<file path="config.mk">
export PLATFORM = sky130hd
export DESIGN_NAME = booth_mult_arbiter_flat
export DESIGN_NICKNAME = d
export VERILOG_FILES = /design/src/rtl/booth_mult_arbiter_if.sv /design/src/rtl/booth_mult_arbiter.sv /design/src/flat_wrapper.sv
export SDC_FILE = /design/constraint.sdc
export NUM_CORES = 1
export LEC_CHECK = 0
export ABC_AREA = 1
export BUFFER_PORTS_ARGS = -buffer_cell sky130_fd_sc_hd__clkbuf_2
export CAP_MARGIN = 40
export CORE_MARGIN = 3
export CORE_UTILIZATION = 43
export DETAILED_ROUTE_END_ITERATION = 10
export PLACE_DENSITY = 0.73
export SETUP_SLACK_MARGIN = 0.02
export SLEW_MARGIN = 20
export SYNTH_ARGS = -nofsm -noshare
export SYNTH_HDL_FRONTEND = slang
export SYNTH_SLANG_ARGS = --single-unit
</file>
<file path="constraint.sdc">
create_clock -name clk -period 1.7 [get_ports clk]
set_input_delay 0 -clock clk [delete_from_list [all_inputs] [get_ports clk]]
set_output_delay 0 -clock clk [all_outputs]
set_load 0.005 [all_outputs]
</file>
<file path="src/rtl/booth_mult_arbiter_if.sv">
// Client-side bus of the shared Booth multiplier arbiter.
// Request holds req[i] high with stable operands until ack[i]; ack is a 1-cycle pulse, resp_valid a 1-cycle pulse.
interface booth_mult_arbiter_if #(
    parameter int NUM_REQ = 4,
    parameter int WIDTH   = 4,
    parameter int IDW     = 2
);
    logic [NUM_REQ-1:0]       req;
    logic [NUM_REQ*WIDTH-1:0] req_m;
    logic [NUM_REQ*WIDTH-1:0] req_q;
    logic [NUM_REQ-1:0]       ack;
    logic                     resp_valid;
    logic [IDW-1:0]           resp_id;
    logic [2*WIDTH-1:0]       resp_p;

    modport master (
        output req, req_m, req_q,
        input  ack, resp_valid, resp_id, resp_p
    );

    modport slave (
        input  req, req_m, req_q,
        output ack, resp_valid, resp_id, resp_p
    );
endinterface

</file>
<file path="src/rtl/booth_mult_arbiter.sv">
// Round-robin front end sharing one sequential Booth multiplier among NUM_REQ clients.
// Sequences multiplier reset/load, waits MULT_CYCLES, returns the product tagged with the client index.
module booth_mult_arbiter #(
    parameter int NUM_REQ     = 4,
    parameter int WIDTH       = 4,
    parameter int MULT_CYCLES = 4,
    parameter int IDW         = 2
) (
    input  logic                 clk,
    input  logic                 reset,
    booth_mult_arbiter_if.slave  bus,
    output logic                 busy,
    output logic                 mult_reset,
    output logic                 mult_load,
    output logic [WIDTH-1:0]     mult_m,
    output logic [WIDTH-1:0]     mult_q,
    input  logic [2*WIDTH-1:0]   mult_p,
    output logic [2:0]           dbg_state
);
    localparam int CW = $clog2(MULT_CYCLES + 1);

    typedef enum logic [2:0] {
        S_IDLE  = 3'd0,
        S_CLEAR = 3'd1,
        S_LOAD  = 3'd2,
        S_RUN   = 3'd3,
        S_DONE  = 3'd4
    } state_t;

    state_t         state;
    logic [IDW-1:0] rr_ptr;
    logic [CW-1:0]  cnt;
    logic           found;
    logic [IDW-1:0] grant;

    assign dbg_state = state;

    // Scan starts at rr_ptr and wraps, so the most recent winner is considered last.
    always_comb begin
        int idx;
        found = 1'b0;
        grant = '0;
        idx   = 0;
        for (int i = 0; i < NUM_REQ; i++) begin
            idx = int'(rr_ptr) + i;
            if (idx >= NUM_REQ) idx = idx - NUM_REQ;
            if (!found && bus.req[idx]) begin
                found = 1'b1;
                grant = IDW'(idx);
            end
        end
    end

    always_ff @(posedge clk) begin
        if (!reset) begin
            state          <= S_IDLE;
            rr_ptr         <= '0;
            cnt            <= '0;
            bus.ack        <= '0;
            bus.resp_valid <= 1'b0;
            bus.resp_id    <= '0;
            bus.resp_p     <= '0;
            busy           <= 1'b0;
            mult_reset     <= 1'b1;
            mult_load      <= 1'b0;
            mult_m         <= '0;
            mult_q         <= '0;
        end else begin
            bus.ack        <= '0;
            bus.resp_valid <= 1'b0;
            mult_load      <= 1'b0;
            case (state)
                S_IDLE: begin
                    if (found) begin
                        mult_m      <= bus.req_m[grant*WIDTH +: WIDTH];
                        mult_q      <= bus.req_q[grant*WIDTH +: WIDTH];
                        bus.resp_id <= grant;
                        bus.ack     <= NUM_REQ'(1) << grant;
                        rr_ptr      <= (int'(grant) == NUM_REQ - 1) ? '0 : grant + 1'b1;
                        mult_reset  <= 1'b1;
                        busy        <= 1'b1;
                        state       <= S_CLEAR;
                    end
                end
                S_CLEAR: begin
                    mult_reset <= 1'b0;
                    mult_load  <= 1'b1;
                    state      <= S_LOAD;
                end
                S_LOAD: begin
                    cnt   <= CW'(MULT_CYCLES - 1);
                    state <= S_RUN;
                end
                S_RUN: begin
                    // mult_p is final during the last RUN cycle; capture it on the way out.
                    if (cnt == '0) begin
                        bus.resp_p     <= mult_p;
                        bus.resp_valid <= 1'b1;
                        state          <= S_DONE;
                    end else begin
                        cnt <= cnt - 1'b1;
                    end
                end
                S_DONE: begin
                    busy  <= 1'b0;
                    state <= S_IDLE;
                end
                default: begin
                    busy  <= 1'b0;
                    state <= S_IDLE;
                end
            endcase
        end
    end
endmodule

</file>
<file path="src/flat_wrapper.sv">
// flat-port wrapper written by rule: the top's interface ports become plain ports
module booth_mult_arbiter_flat 
#(
    parameter int NUM_REQ     = 4,
    parameter int WIDTH       = 4,
    parameter int MULT_CYCLES = 4,
    parameter int IDW         = 2
)
  (clk, reset, busy, mult_reset, mult_load, mult_m, mult_q, mult_p, dbg_state, bus_req, bus_req_m, bus_req_q, bus_ack, bus_resp_valid, bus_resp_id, bus_resp_p);
  booth_mult_arbiter_if #(.NUM_REQ(NUM_REQ), .WIDTH(WIDTH), .IDW(IDW)) bus_i ();
  input  logic clk;
  input  logic reset;
  output logic busy;
  output logic mult_reset;
  output logic mult_load;
  output logic [WIDTH-1:0] mult_m;
  output logic [WIDTH-1:0] mult_q;
  input  logic [2*WIDTH-1:0] mult_p;
  output logic [2:0] dbg_state;
  input wire logic [$bits(bus_i.req)-1:0] bus_req;
  input wire logic [$bits(bus_i.req_m)-1:0] bus_req_m;
  input wire logic [$bits(bus_i.req_q)-1:0] bus_req_q;
  output wire logic [$bits(bus_i.ack)-1:0] bus_ack;
  output wire logic [$bits(bus_i.resp_valid)-1:0] bus_resp_valid;
  output wire logic [$bits(bus_i.resp_id)-1:0] bus_resp_id;
  output wire logic [$bits(bus_i.resp_p)-1:0] bus_resp_p;
  assign bus_i.req = bus_req;
  assign bus_i.req_m = bus_req_m;
  assign bus_i.req_q = bus_req_q;
  assign bus_ack = bus_i.ack;
  assign bus_resp_valid = bus_i.resp_valid;
  assign bus_resp_id = bus_i.resp_id;
  assign bus_resp_p = bus_i.resp_p;
  booth_mult_arbiter #(.NUM_REQ(NUM_REQ), .WIDTH(WIDTH), .MULT_CYCLES(MULT_CYCLES), .IDW(IDW)) u_core (.clk(clk), .reset(reset), .bus(bus_i), .busy(busy), .mult_reset(mult_reset), .mult_load(mult_load), .mult_m(mult_m), .mult_q(mult_q), .mult_p(mult_p), .dbg_state(dbg_state));
endmodule
</file>
# == Word-level counts from Yosys, hierarchy flattened ==
# Cells that the tools add are included.
# op_classes
add_sub_neg,9
reduce_logical,19
shifts,3
div_mod_pow,0
order_cmp,8
multipliers,0
bitwise_logic,1
mux,35
eq_ne,7
# ops
op,count
"less-than comparator 32 x 4 -> 1 bit, second input constant",4
2-to-1 mux 32 bit,4
">= comparator 32 x 4 -> 1 bit, second input constant",3
"subtractor 32 x 4 -> 32 bit, second input constant",3
indexed part select 16 x 5 -> 4 bit,2
2-to-1 mux 1 bit,15
AND reduction 2 bit,7
case mux 3 bit (4 select lines),1
2-to-1 mux 2 bit,5
2-to-1 mux 3 bit,3
binary-select mux 1 bit (select 2 bit),4
"adder 2 x 2 -> 3 bit, second input constant",2
"== test 3 x 2 -> 1 bit, second input constant",2
zero test 3 bit,2
case mux 3 bit (2 select lines),1
"!= test 2 x 1 -> 1 bit, second input constant",2
case mux 1 bit (2 select lines),2
nonzero test 2 bit,2
"<< shifter 1 x 2 -> 4 bit, first input constant",1
"subtractor 2 x 3 -> 4 bit, second input constant",1
"adder 2 x 1 -> 3 bit, second input constant",1
"== test 3 x 1 -> 1 bit, second input constant",1
">= comparator 2 x 3 -> 1 bit, second input constant",1
logical AND 1 bit,3
8 further kinds,10
# word_totals
mem_bits_rw,0
register_bits,34
latchBits,0
mem_count,0
in_bits,46
output_inout_bits,29
romBits,0
word_cells,94

# == Logic depth before layout (Yosys ltp) ==
# depth
depth_word,17
ltp_mapped,15

# == Least setup slack after synthesis ==
# No wires, ideal clock.
# synth_path
path_kind,reg2reg
from,register u_core.rr_ptr[0]
to,register u_core.mult_m[0]
t_required_ns,1.587
n_path_buf,2
synth_period_minus_slack_ns,1.630
path_stages_with_launch,15
setup_slack_ns,0.070
setup_time_ns,0.113
arrival_time_ns,1.517
path_cell_list,dfxtp_1 -> buf_6 -> inv_8 -> nand2_1 -> nand3_1 -> nand2_2 -> inv_1 -> nand2_1 -> nand2_4 -> nand3_4 -> buf_12 -> nand2_2 -> nand3_1 -> nand3_1 -> nand2_1
# synth_between
elab_chain_cells,16
elab_cells_between_ends,43
# synth_rtl
element,line_no,text
"start, declared",booth_mult_arbiter.sv:31,logic [IDW-1:0] rr_ptr;
"start signal, assigned",booth_mult_arbiter.sv:79,rr_ptr <= (int'(grant) == NUM_REQ - 1) ? '0 : grant + 1'b1;
"parallel branches: the longest is 16 deep, another holds subtractor 32 x 4 -> 32 bit",--,
"end signal, assigned",booth_mult_arbiter.sv:75,mult_m <= bus.req_m[grant*WIDTH +: WIDTH];
"end, declared",booth_mult_arbiter.sv:15,"output logic [WIDTH-1:0] mult_m,"
# Several ways; the timed one is not identified. The select of a mux whose other input is x is not followed.
# A chain may end at the register's enable or synchronous reset.

# == Worst setup path after layout ==
# layout_path
from,register u_core.rr_ptr[0]
to,register u_core.mult_m[2]
# Same word-level chain as after synthesis.

==> flow_metrics.py <==
metrics = {
    "status": {
        "outcome": "finished with violations",
        "violations": "setup timing",
    },
    "sta": {
        "fin_crit_ns": 1.80,
        "maxSlewHeadroom": 0.687,
        "hold_viol": 0,
        "worst_pin_slew_ns": 0.465,
        "slew_viol_final": 0,
        "fin_hold_ws_ns": 0.0256,
        "final.setup_skew_ns": 0.0104,
        "fin_crit_sh": 1.06,
        "layout_setup_ws_ns": -0.0969,
        "fmax_mhz": 557,
        "finalSetupViolations": 13,
        "rsz0062_at_grt": "yes",
    },
    "power_and_ir_drop": {
        "powerDensity_nw_per_um2": 1990,
        "vdd_drop_max_v": 0.000993,
        "leakage_uw": 0.00151,
    },
    "yosys": {
        "async_flop_share": 0,
        "ys_types": 26,
        "yosys-top-cells-count": "nand2_1, dfxtp_1, nand3_1",
        "avgSynthCellArea_sq_um": 6.86,
        "synth_seq_area_share": 0.370,
        "synth_area_sq_um": 1840,
        "ys_ff_latch": 34,
        "synth.area.top_cells": "dfxtp_1, nand2_1, nand3_1",
        "synth_top_cell_area_share": 0.370,
        "synth_flop_cell": "dfxtp_1",
        "synth_largest_area_cell": "dfxtp_1",
        "synth.most_common_cell": "nand2_1",
        "synth_nets": 316,
        "synth_edf_count": 0,
        "syn_inst": 268,
        "yosysWarnings": 0,
    },
    "route": {
        "wl_met1_mm": 2.42,
        "wl_per_cell_um": 13.8,
        "drt_pass1_iterations": 5,
        "routed_wl_mm": 5.98,
        "dr_wl_met2_mm": 2.94,
        "drc": 0,
        "routed_via_density": 5.22,
        "routed.top_layer": "met4",
        "postRouteAntennaNets": 0,
        "vias": 2260,
        "wl_met3_um": 455,
        "drtIter0Drc": 146,
    },
    "clock_network": {
        "clock_path_buffers": 2,
        "htreeDepth": 2,
        "cts_buffers": 5,
        "cts_root_buf": "clkbuf_8",
        "cts_tree": "done",
        "clkLatencyLatePin_ns": 0.30,
        "clkSinkCount": 34,
        "clk_pin_slew_ns": 0.07,
    },
    "cells_and_area": {
        "area_growth_pct": 58.1,
        "final_cell_count_no_fill": 433,
        "diodes": 0,
        "drive_gt1_frac": 0.475,
        "design_area_sq_um": 2910,
        "fillCellCount": 306,
        "nets": 430,
    },
    "critical_path": {
        "critPathMaxFanout": 9,
        "start_kind": "flip-flop",
        "crit_start": "u_core.rr_ptr[0]",
        "r2r_start": "u_core.rr_ptr[0]",
        "r2r_slack_ns": -0.1,
        "crit_end": "u_core.mult_m[2]",
        "end_kind": "flip-flop",
        "cp_data_required_time_ns": 1.90,
        "crit_type": "flip-flop to flip-flop",
        "crit-reg2reg-capture": "u_core.mult_m[2]",
        "cp.arrival_ns": 2.00,
        "reg2reg_depth": 14,
    },
    "die": {
        "die_h_um": 71.4,
        "rows": 23,
        "die_w_um": 71.4,
        "pin_count": 75,
        "initial_core_util": 0.453,
        "dieArea_sq_um": 5100,
        "placeableCoreArea_sq_um": 4060,
    },
    "global_route": {
        "grt_pass1_vias": 2106,
        "grt_pass1_wl_mm": 9.04,
        "overflow": 0,
        "antenna_found_initial": 0,
        "grt_max_degree": 18,
        "track_usage": 0.220,
    },
    "placement": {
        "place_congestion": 0.910,
        "place_inst": 410,
        "dpl-instance-area_sq_um": 2440,
        "port_buffers": 74,
        "dp_hpwl_mm": 3.66,
    },
    "min_path": {
        "hold_class": "primary input to flip-flop",
    },
    "flow_run": {
        "cap_violations": 0,
    },
}
-- cells in the final DEF, fill, tap and decap left out, types with 2 or more instances in the layout --
cell / n
clkbuf_2: 74
nand2_1: 54
dfxtp_1: 33
nor2_1: 31
nand2_2: 29
nand3_1: 23
buf_4: 23
nand4_1: 18
inv_1: 13
nand3_2: 12
nand2_4: 9
o21ai_0: 9
dlygate4sd3_1: 8
clkbuf_8: 6
inv_2: 5
buf_12: 4
buf_6: 4
nor3_1: 3
o21ai_1: 2
nand3_4: 2
inv_4: 2
a21oi_1: 2
ha_1: 2
clkinvlp_4: 2
clkbuf_16: 2
-- layer usage --
metal	vias to the layer above	track usage
li1	1107	-
met1	1017	0.255
met2	112	0.383
met3	24	0.0603
met4	0	0.0877
met5	-	0
-- flip-flops by register name, indices dropped and copies added (netlist names) --
| signal | flops |
|---|---|
| u_core.mult_reset | 1 |
| u_core.bus.resp_valid | 1 |
| u_core.mult_m | 4 |
| u_core.mult_load | 1 |
| u_core.rr_ptr | 2 |
| u_core.busy | 1 |
| u_core.bus.resp_id | 2 |
| u_core.dbg_state | 3 |
| u_core.bus.resp_p | 8 |
| u_core.cnt | 3 |
| u_core.bus.ack | 4 |
| u_core.mult_q | 4 |
-- what timing repair did --
| action | in CTS | in global routing |
|---|---|---|
| setup endpoints to repair | 17 | 18 |
| cloned | 1 | 2 |
| resized for setup | 23 | 37 |
| hold buffers | 8 | 0 |
| hold endpoints to repair | 8 | 0 |
| pin swaps | 3 | 4 |
| setup buffers | 4 | 1 |
-- where the power goes --
part / internal, uW / total, uW / switching [uW]
registers: 1040 / 1180 / 142
logic: 1830 / 3960 / 2130
clock network: 326 / 654 / 328
total: 3190 / 5790 / 2600
-- how the worst min path moves through the flow --
stage                 startpoint                    to  slack (ns)  cells past startpoint
detailed placement     mult_p[5]  u_core.bus.resp_p[5]        0.23                      3
floorplan                  reset         u_core.cnt[2]        0.13                      2
global route        bus_req_m[2]      u_core.mult_m[2]        0.05                      5
finish              bus_req_m[2]      u_core.mult_m[2]        0.03                      5
CTS                 bus_req_m[2]      u_core.mult_m[2]        0.03                      5
global placement       mult_p[5]  u_core.bus.resp_p[5]        0.22                      3
-- kinds of logic (layout without fill, tap and decap cells) --
logic type | Yosys count | count (layout) | synth area share
DFF | 34 | 34 | 0.370
buffers and inverters | 31 | 146 | 0.0878
and+or+nand+nor | 184 | 184 | 0.479
AOI/OAI and AO/OA | 17 | 17 | 0.0490
adders and majority gates | 2 | 2 | 0.0136
-- cell type report --
cell class	count	area (sq um)	share of cell area
flip-flops and latches	34	684	0.235
clock buffers	6	82.6	0.0284
repair inverters	1	7.51	0.00258
clock inverters	2	12.5	0.00430
inverters	22	95.1	0.0327
repair buffers	115	798	0.275
well taps	50	62.6	0.0215
multi-input cells	203	1160	0.400
-- metrics by stage --
step            util  setup slack (ns)  setup TNS [ns]  power (uW)
6_report       0.716           -0.0969          -0.874        5790
5_1_grt        0.716            -0.199           -2.46        6170
4_1_cts        0.670          -0.00883         -0.0306        5070
3_5_place_dp   0.601            -0.130           -1.25        4130
3_3_place_gp   0.601           -0.0942          -0.968        4100
2_1_floorplan      -            0.0698               0        3020
-- critical path, stage by stage (launching register included) --
cell and delay [ns]:
dfxtp_4 0.37, buf_12 0.12, inv_8 0.04, nand2_2 0.06, nand2_2 0.08, nand2_2 0.10
nand2_4 0.07, nor2_8 0.15, nand3_4 0.12, nand2_4 0.10, inv_2 0.04, nand2_4 0.09
clkinvlp_4 0.18, nand3_1 0.12, nand2_1 0.05
(Power assumes the default switching activity.)
